## config.mk

```make
export PLATFORM = sky130hd
export DESIGN_NAME = updown_mod_counter
export DESIGN_NICKNAME = d
export VERILOG_FILES = /design/src/rtl/updown_mod_counter.sv
export SDC_FILE = /design/constraint.sdc
export NUM_CORES = 1
export LEC_CHECK = 0
export ABC_AREA = 1
export CAP_MARGIN = 20
export CELL_PAD_IN_SITES_DETAIL_PLACEMENT = 0
export CELL_PAD_IN_SITES_GLOBAL_PLACEMENT = 2
export CORE_ASPECT_RATIO = 1.5
export CORE_MARGIN = 10
export CORE_UTILIZATION = 27
export CTS_CLUSTER_DIAMETER = 200
export DETAILED_ROUTE_END_ITERATION = 10
export PLACE_DENSITY = 0.91
export SLEW_MARGIN = 0
export SYNTH_ARGS = -nofsm -noshare
export SYNTH_HDL_FRONTEND = slang
export SYNTH_SLANG_ARGS = --single-unit
export TNS_END_PERCENT = 10
```

## constraint.sdc

```tcl
create_clock -name clk -period 3.45 [get_ports clk]
set_clock_uncertainty 0.05 [all_clocks]
set_input_delay 0.69 -clock clk [delete_from_list [all_inputs] [get_ports clk]]
set_output_delay 0.69 -clock clk [all_outputs]
set_load 0.005 [all_outputs]
```

## src/rtl/updown_mod_counter.sv

```systemverilog
// Up/down modulo counter with run/halt control, synchronous clear/load and a
// registered terminal-count pulse; range is 0..max_val inclusive.
module updown_mod_counter #(
    parameter int unsigned      WIDTH   = 4,
    parameter logic [WIDTH-1:0] RST_VAL = {WIDTH{1'b1}}
) (
    input  logic             clk,
    input  logic             rst,
    input  logic             en,
    input  logic             up,
    input  logic             clr,
    input  logic             load,
    input  logic [WIDTH-1:0] load_val,
    input  logic [WIDTH-1:0] max_val,
    input  logic             one_shot,
    output logic [WIDTH-1:0] Q,
    output logic             tc,
    output logic             done
);

    typedef enum logic [0:0] {StRun, StHalt} state_e;

    localparam logic [WIDTH-1:0] OneVal  = WIDTH'(1);
    localparam logic [WIDTH-1:0] ZeroVal = '0;

    state_e           state_q, state_d;
    logic [WIDTH-1:0] q_q, q_d;
    logic             tc_q, tc_d;
    logic             done_q, done_d;

    logic             at_bottom;
    logic             at_top;
    logic             step_en;
    logic             terminal;

    assign at_bottom = (q_q == ZeroVal);
    // Counts above max_val (after max_val shrinks) are treated as terminal going up.
    assign at_top    = (q_q >= max_val);
    assign step_en   = (state_q == StRun) && en && !clr && !load;
    assign terminal  = step_en && ((up && at_top) || (!up && at_bottom));

    always_comb begin
        q_d     = q_q;
        state_d = state_q;
        tc_d    = 1'b0;
        done_d  = done_q;

        if (clr) begin
            q_d     = up ? ZeroVal : max_val;
            state_d = StRun;
            done_d  = 1'b0;
        end else if (load) begin
            q_d     = (load_val > max_val) ? max_val : load_val;
            state_d = StRun;
            done_d  = 1'b0;
        end else if (terminal) begin
            tc_d = 1'b1;
            if (one_shot) begin
                state_d = StHalt;
                done_d  = 1'b1;
            end else begin
                q_d = up ? ZeroVal : max_val;
            end
        end else if (step_en) begin
            if (up) begin
                q_d = q_q + OneVal;
            end else if (q_q > max_val) begin
                q_d = max_val;
            end else begin
                q_d = q_q - OneVal;
            end
        end
    end

    always_ff @(posedge clk or posedge rst) begin
        if (rst) begin
            q_q     <= RST_VAL;
            state_q <= StRun;
            tc_q    <= 1'b0;
            done_q  <= 1'b0;
        end else begin
            q_q     <= q_d;
            state_q <= state_d;
            tc_q    <= tc_d;
            done_q  <= done_d;
        end
    end

    assign Q    = q_q;
    assign tc   = tc_q;
    assign done = done_q;

endmodule
```

==> key figures, run 1 <==
Placement
  • I/O Buffers: 20
  • GP Congestion: 0.844
  • DP HPWL: about 2200 um

Final layout
  • Most common cell after layout, fill and taps aside: nand2_1
  • Antenna Cells: 0
  • Final design utilization: ~36%
  • Fill cells: between 300 and 400
  • Layout cells sized above 1: 12.6%
  • # nets final: 202
  • Commonest non-fill, non-tap cells in the layout: 39 x nand2_1, 22 x inv_1, 21 x nor2_1
  • Area Overhead vs Synth: 30.4%

Clock network
  • CTS buffer count: 3
  • CTS Sinks: 6
  • Clk root buf: clkbuf_8
  • H-tree depth reported by CTS: 1
  • Hold buffer count at CTS: 0
  • CTS tree: done
  • CTS resizes: 0
  • Max Root-Sink Buffers: 2
  • Postcts setup bufs: 0
  • Clock-pin slew on the worst setup and hold paths: around 0.030 ns
  • Clk_lat worst skew: between 0.2 and 0.25 ns

Power
  • Part of the power in registers: between 20% and 30%
  • Clk network pwr share: approximately a quarter
  • VDD IR max: between 100 and 150 uV
  • Comb pwr share: 49.0%
  • PD cells: ~330 mW/mm^2
  • Cell Int Power: roughly 250 uW
  • Sw Pwr: 156 uW
  • Sw Share: between 30% and 40%
  • Final Power: around 400 uW
  • Leak pwr: between 0.6 and 0.7 nW

Logic synthesis
  • Largest family of logic cells by synthesized area: simple AND/OR/NAND/NOR gates
  • Synth top area cells: nand2_1 16%, ha_1 15%, dfstp_2 11%, inv_1 8.9%, nor2_1 8.5%
  • Yosys top cell area share: between 15 and 20%
  • Netlist Area Pre-Place: just over 900 um^2
  • Synth Area in Compound Gates: 13.1%
  • Post-Synth Adder-Cell Area: 14.8%
  • Cell count after synthesis: roughly 150
  • Post-synth cell types: 22
  • Number of synthesis warnings: 0
  • Register area share after synthesis: between 10% and 20%
  • Post-synthesis xor/xnor area fraction: 0%
  • Mux cell area share after synthesis: 0%
  • Syn nets: around 180
  • Number of synthesized register bits: 6
  • Yosys top cell by area: nand2_1
  • Mean area per synthesized cell: approximately 6.1 um^2
  • Simple-Gate Fraction of Synth Area: a little over two fifths

STA
  • Worst-margin pin slew: roughly 0.39 ns
  • Fin crit share: a little over two thirds
  • Max-slew violations: 0
  • Final hold violation count: 0
  • Min Tclk post-route: around 2.4 ns
  • Hold WS: approximately 0.46 ns
  • F_max: roughly 0.41 GHz
  • Relative max-transition margin: about 74%
  • Fin Setup TNS: 0 ns
  • # setup viols final: 0
  • RSZ-0062 raised after global routing: no

Setup path
  • WP data required: ~3.6 ns
  • Setup CP Type: input pin to flop
  • Critical path's most frequent cell: nand2_1
  • Setup crit start kind: input pin
  • Slowest stage delay, CP: about 0.48 ns
  • CP Capture Type: flop
  • CP max FO: 5
  • Worst-path cell chain: clkdlybuf4s50_1 > inv_1 > ha_1 > a21oi_1 > nand2_1 > nand2_2 > nand2_1 > o21ai_0 > nand2_1 > nand2_1 > nand2_1 > a21oi_1
  • Crit path max-delay cell type: clkdlybuf4s50_1
  • WP data arrival: 2.52 ns

Drt
  • WL per Instance: approximately 12 um
  • Routed Antenna Nets: 0
  • Vias: 991
  • Total wire length: approximately 2600 um
  • Detailed Route Iter0 Violations: 41
  • Drt first pass iters: 6
  • Via/cell ratio: 4.59
  • DRC errors left: 0

Floorplanning
  • # rows: 26
  • Initial Utilization: 27.7%
  • Num ports: 21
  • Die area: roughly 0.0062 mm^2
  • Height of the die: 91.9 um
  • Die width: slightly below 70 um
  • Core ar.: approximately 0.0034 mm^2

Global route
  • Total track usage: between 8 and 9%
  • First-pass GRT wire length: 4490 um
  • Initial antenna violation count: 0
  • Largest net degree at the start of global routing: 10
  • Vias in the first global route: roughly 1.0k
  • Grt ovf: 0

Status
  • Outcome: finished, final reports clean

Run
  • MaxCap Viol Count: 0

Hold path
  • Hold Crit Class: flop to flop
## final timing paths
path	startpoint	to	slack (ns)	cells after the start
setup / recovery	max_val[3]	Q[1]	1.03	12
min in group asynchronous	rst	tc	0.63	2
hold / removal	Q[0]	Q[0]	0.46	2
hold reg to reg	Q[0]	Q[0]	0.46	2
setup reg to reg	Q[0]	Q[1]	1.42	12
max in group asynchronous	rst	Q[2]	2.48	2
## layer usage
metal | vias up | global-route usage, % | part of all wire (%)
met4 | 0 | 3.54 | 1.1
li1 | 533 | - | -
met5 | - | 0 | 0
met2 | 22 | 16.5 | 53
met3 | 4 | 1.22 | 5.1
met1 | 432 | 9.38 | 40
## worst max-delay path, delay by kind of cell
family / cells / cell delay, ns
adders and majority gates: 1 / 0.29
and+or+nand+nor: 6 / 0.55
buffers and inverters: 2 / 0.57
AOI/OAI and AO/OA: 3 / 0.42
## per-stage QoR
step / worst slack [ns] / area (um^2) / std cells
4_1_cts: 1.01 / 1210 / 216
3_5_place_dp: 0.792 / 1170 / 213
6_report: 1.03 / 1210 / 216
2_1_floorplan: 1.53 / 930 / 152
3_3_place_gp: 0.776 / 1170 / 213
5_1_grt: 0.839 / 1210 / 216
## power by group through the flow
stage,clock (mW),sequential [mW],combinational [mW]
after global routing,0.109,0.106,0.230
after global placement,0,0.104,0.200
after CTS,0.106,0.104,0.201
after floorplan,0,0.0979,0.133
final,0.102,0.103,0.198
after detailed placement,0,0.105,0.200
## cell usage after synthesis
| master | n |
|---|---|
| nand2_1 | 39 |
| inv_1 | 22 |
| nor2_1 | 21 |
| nand3_1 | 15 |
| a21oi_1 | 11 |
| ha_1 | 11 |
| inv_2 | 5 |
| dfstp_2 | 4 |
| nand3_2 | 4 |
| o21ai_0 | 4 |
| o21ai_1 | 3 |
| dfrtp_1 | 2 |
| nand2_2 | 2 |
| a21boi_1 | 1 |
| a21oi_4 | 1 |
| a22oi_1 | 1 |
| and2_1 | 1 |
| buf_6 | 1 |
| nand2_4 | 1 |
| nand4_1 | 1 |
| nor2_2 | 1 |
| nor2_8 | 1 |
## registers in the layout, indices dropped and copies added (netlist names)
register,cells
Q,4
done,1
tc,1
## layout make-up
cell class | instances | area [um^2] | area share, %
inverters | 27 | 101 | 8.36
multi-input cells | 118 | 662 | 54.6
flip-flops and latches | 6 | 155 | 12.8
clock buffers | 3 | 41.3 | 3.41
repair buffers | 20 | 200 | 16.5
well taps | 42 | 52.6 | 4.33
## cell families (layout without fill, tap and decap cells)
family | count (synthesis) | count (layout)
AOI/OAI and AO/OA | 21 | 21
adders and majority gates | 11 | 11
buffers and inverters | 28 | 50
DFF | 6 | 6
and+or+nand+nor | 86 | 86
(Power assumes the default switching activity.)
==> inputs of run 2 (changes only) <==
Settings changed: CORE_UTILIZATION 27 to 26, PLACE_DENSITY 0.91 to 0.89.
Clock period 3.45 ns to 2.47 ns, I/O delays scaled along.
==> key figures, run 2 (synthesis results as in run 1) <==
Placement
  • GP Congestion: 0.792 (was 0.844)
  • Placed instance count: 216 (was 213)
  • DP HPWL: 2280 um (was 2230 um)
  • Worst slack, placed: 0.0682 ns (was 0.792 ns)
  • I/O Buffers: 20 (unchanged)
  • Placed cell area: 0.00119 mm^2 (was 0.00117 mm^2)

Setup path
  • CP Capture Type: flop (unchanged)
  • Critical R2R Launch: Q[0] (unchanged)
  • Setup crit start kind: input pin (unchanged)
  • WP data arrival: 2.26 ns (was 2.52 ns)
  • Setup CP Type: input pin to flop (unchanged)
  • WP data required: 2.57 ns (was 3.55 ns)
  • Crit path from: max_val[3] (unchanged)
  • CP max FO: 5 (unchanged)

Drt
  • Drt first pass iters: 4 (was 6)
  • Routed Antenna Nets: 0 (unchanged)
  • Total wire length: 2600 um (was 2590 um)
  • Detailed Route Iter0 Violations: 32 (was 41)
  • WL per Instance: 11.9 um (was 12.0 um)
  • Vias: 983 (was 991)
  • Via/cell ratio: 4.49 (was 4.59)
  • DRC errors left: 0 (unchanged)

Status
  • Outcome: finished, final reports clean (unchanged)

Final layout
  • Max reg flops: 4 (unchanged)
  • Design Area, Final: 0.00123 mm^2 (was 0.00121 mm^2)
  • # nets final: 205 (was 202)
  • Layout cells sized above 1: 14.1% (was 12.6%)
  • Non-Filler Instances: 219 (was 216)
  • Area Overhead vs Synth: 32.8% (was 30.4%)
  • Commonest non-fill, non-tap cells in the layout: 39 x nand2_1, 22 x inv_1, 21 x nor2_1 (unchanged)
  • Antenna Cells: 0 (unchanged)
  • Final design utilization: 36.2% (about the same)
  • Most common cell after layout, fill and taps aside: nand2_1 (unchanged)

Run
  • MaxCap Viol Count: 0 (unchanged)

Global route
  • First-pass GRT wire length: 4620 um (was 4490 um)
  • Largest net degree at the start of global routing: 10 (unchanged)
  • Total track usage: 9.04% (was 8.87%)
  • Vias in the first global route: 1068 (was 1017)
  • Initial antenna violation count: 0 (unchanged)
  • Grt ovf: 0 (unchanged)

STA
  • RSZ-0062 raised after global routing: no (unchanged)
  • Worst-margin pin slew: 0.273 ns (was 0.389 ns)
  • Relative max-transition margin: 81.7% (was 74.0%)
  • Fin Setup TNS: 0 ns (unchanged)
  • Max-slew violations: 0 (unchanged)
  • Final worst setup slack: 0.307 ns (was 1.03 ns)
  • Fin crit share: between 80% and 90%
  • # setup viols final: 0 (unchanged)
  • Final hold violation count: 0 (unchanged)
  • Hold WS: 0.429 ns (was 0.461 ns)
  • Min Tclk post-route: 2.16 ns
  • F_max: 0.462 GHz

Clock network
  • Max Root-Sink Buffers: 2 (unchanged)
  • Hold buffer count at CTS: 0 (unchanged)
  • CTS Sinks: 6 (unchanged)
  • CTS tree: done (unchanged)
  • H-tree depth reported by CTS: 1 (unchanged)
  • Clock-pin slew on the worst setup and hold paths: 0.03 ns (about the same)
  • CTS buffer count: 3 (unchanged)
  • Postcts setup bufs: 0 (unchanged)
  • Clk root buf: clkbuf_8 (unchanged)
  • CTS resizes: 0 (unchanged)
  • Clk_lat worst skew: 0.22 ns (about the same)

Floorplanning
  • Die area: 0.00642 mm^2 (was 0.00624 mm^2)
  • Die width: 68.8 um (was 67.9 um)
  • # rows: 26 (unchanged)
  • Height of the die: 93.2 um (was 91.9 um)
  • Initial Utilization: 27.2% (was 27.7%)
  • Num ports: 21 (unchanged)
  • Core ar.: 0.00342 mm^2 (was 0.00335 mm^2)

Power
  • VDD IR max: 203 uV (was 132 uV)
  • Final Power: 567 uW (was 403 uW)
  • Leak pwr: 0.640 nW (was 0.626 nW)
  • PD cells: 459 mW/mm^2 (was 333 mW/mm^2)

Hold path
  • Hold Crit Class: input pin to async pin (was flop to flop)
==> run 2: final timing paths <==
path | depth (start not counted) | slack (ns) | end
max | 12 | 0.31 | Q[1]
min | 2 | 0.43 | done
max reg2reg | 12 | 0.46 | Q[1]
min reg2reg | 2 | 0.45 | Q[0]
max in group asynchronous | 2 | 1.69 | Q[1]
min in group clk | 2 | 0.45 | Q[0]
==> run 2: layout make-up <==
cell class	instances	area (um^2)
clock buffer	3	41.3
fill	396	2180
inverter	27	101
multi-input combinational	118	662
sequential	6	155
tap	42	52.6
timing repair buffer	23	223
==> run 2: critical path, cell delays in order <==
cell and delay, ns:
clkdlybuf4s50_1 0.47, inv_1 0.07, ha_1 0.29, a21oi_1 0.22, nand2_1 0.15, nand2_2 0.13, nand2_1 0.05, o21ai_0 0.07
nand2_1 0.07, nand2_1 0.07, nand2_1 0.06, a21oi_1 0.12
==> run 2: power by group <==
part	internal (mW)	switching [mW]
logic	0.123	0.156
registers	0.120	0.0236
clock network	0.104	0.0394
==> run 2: routing by layer <==
layer / share of wire (%) / vias to the layer above / track usage, %
met5: 0 / - / 0
met4: 1.3 / 0 / 2.97
li1: - / 538 / -
met2: 56 / 18 / 18.1
met1: 40 / 423 / 8.83
met3: 3.0 / 4 / 1.08
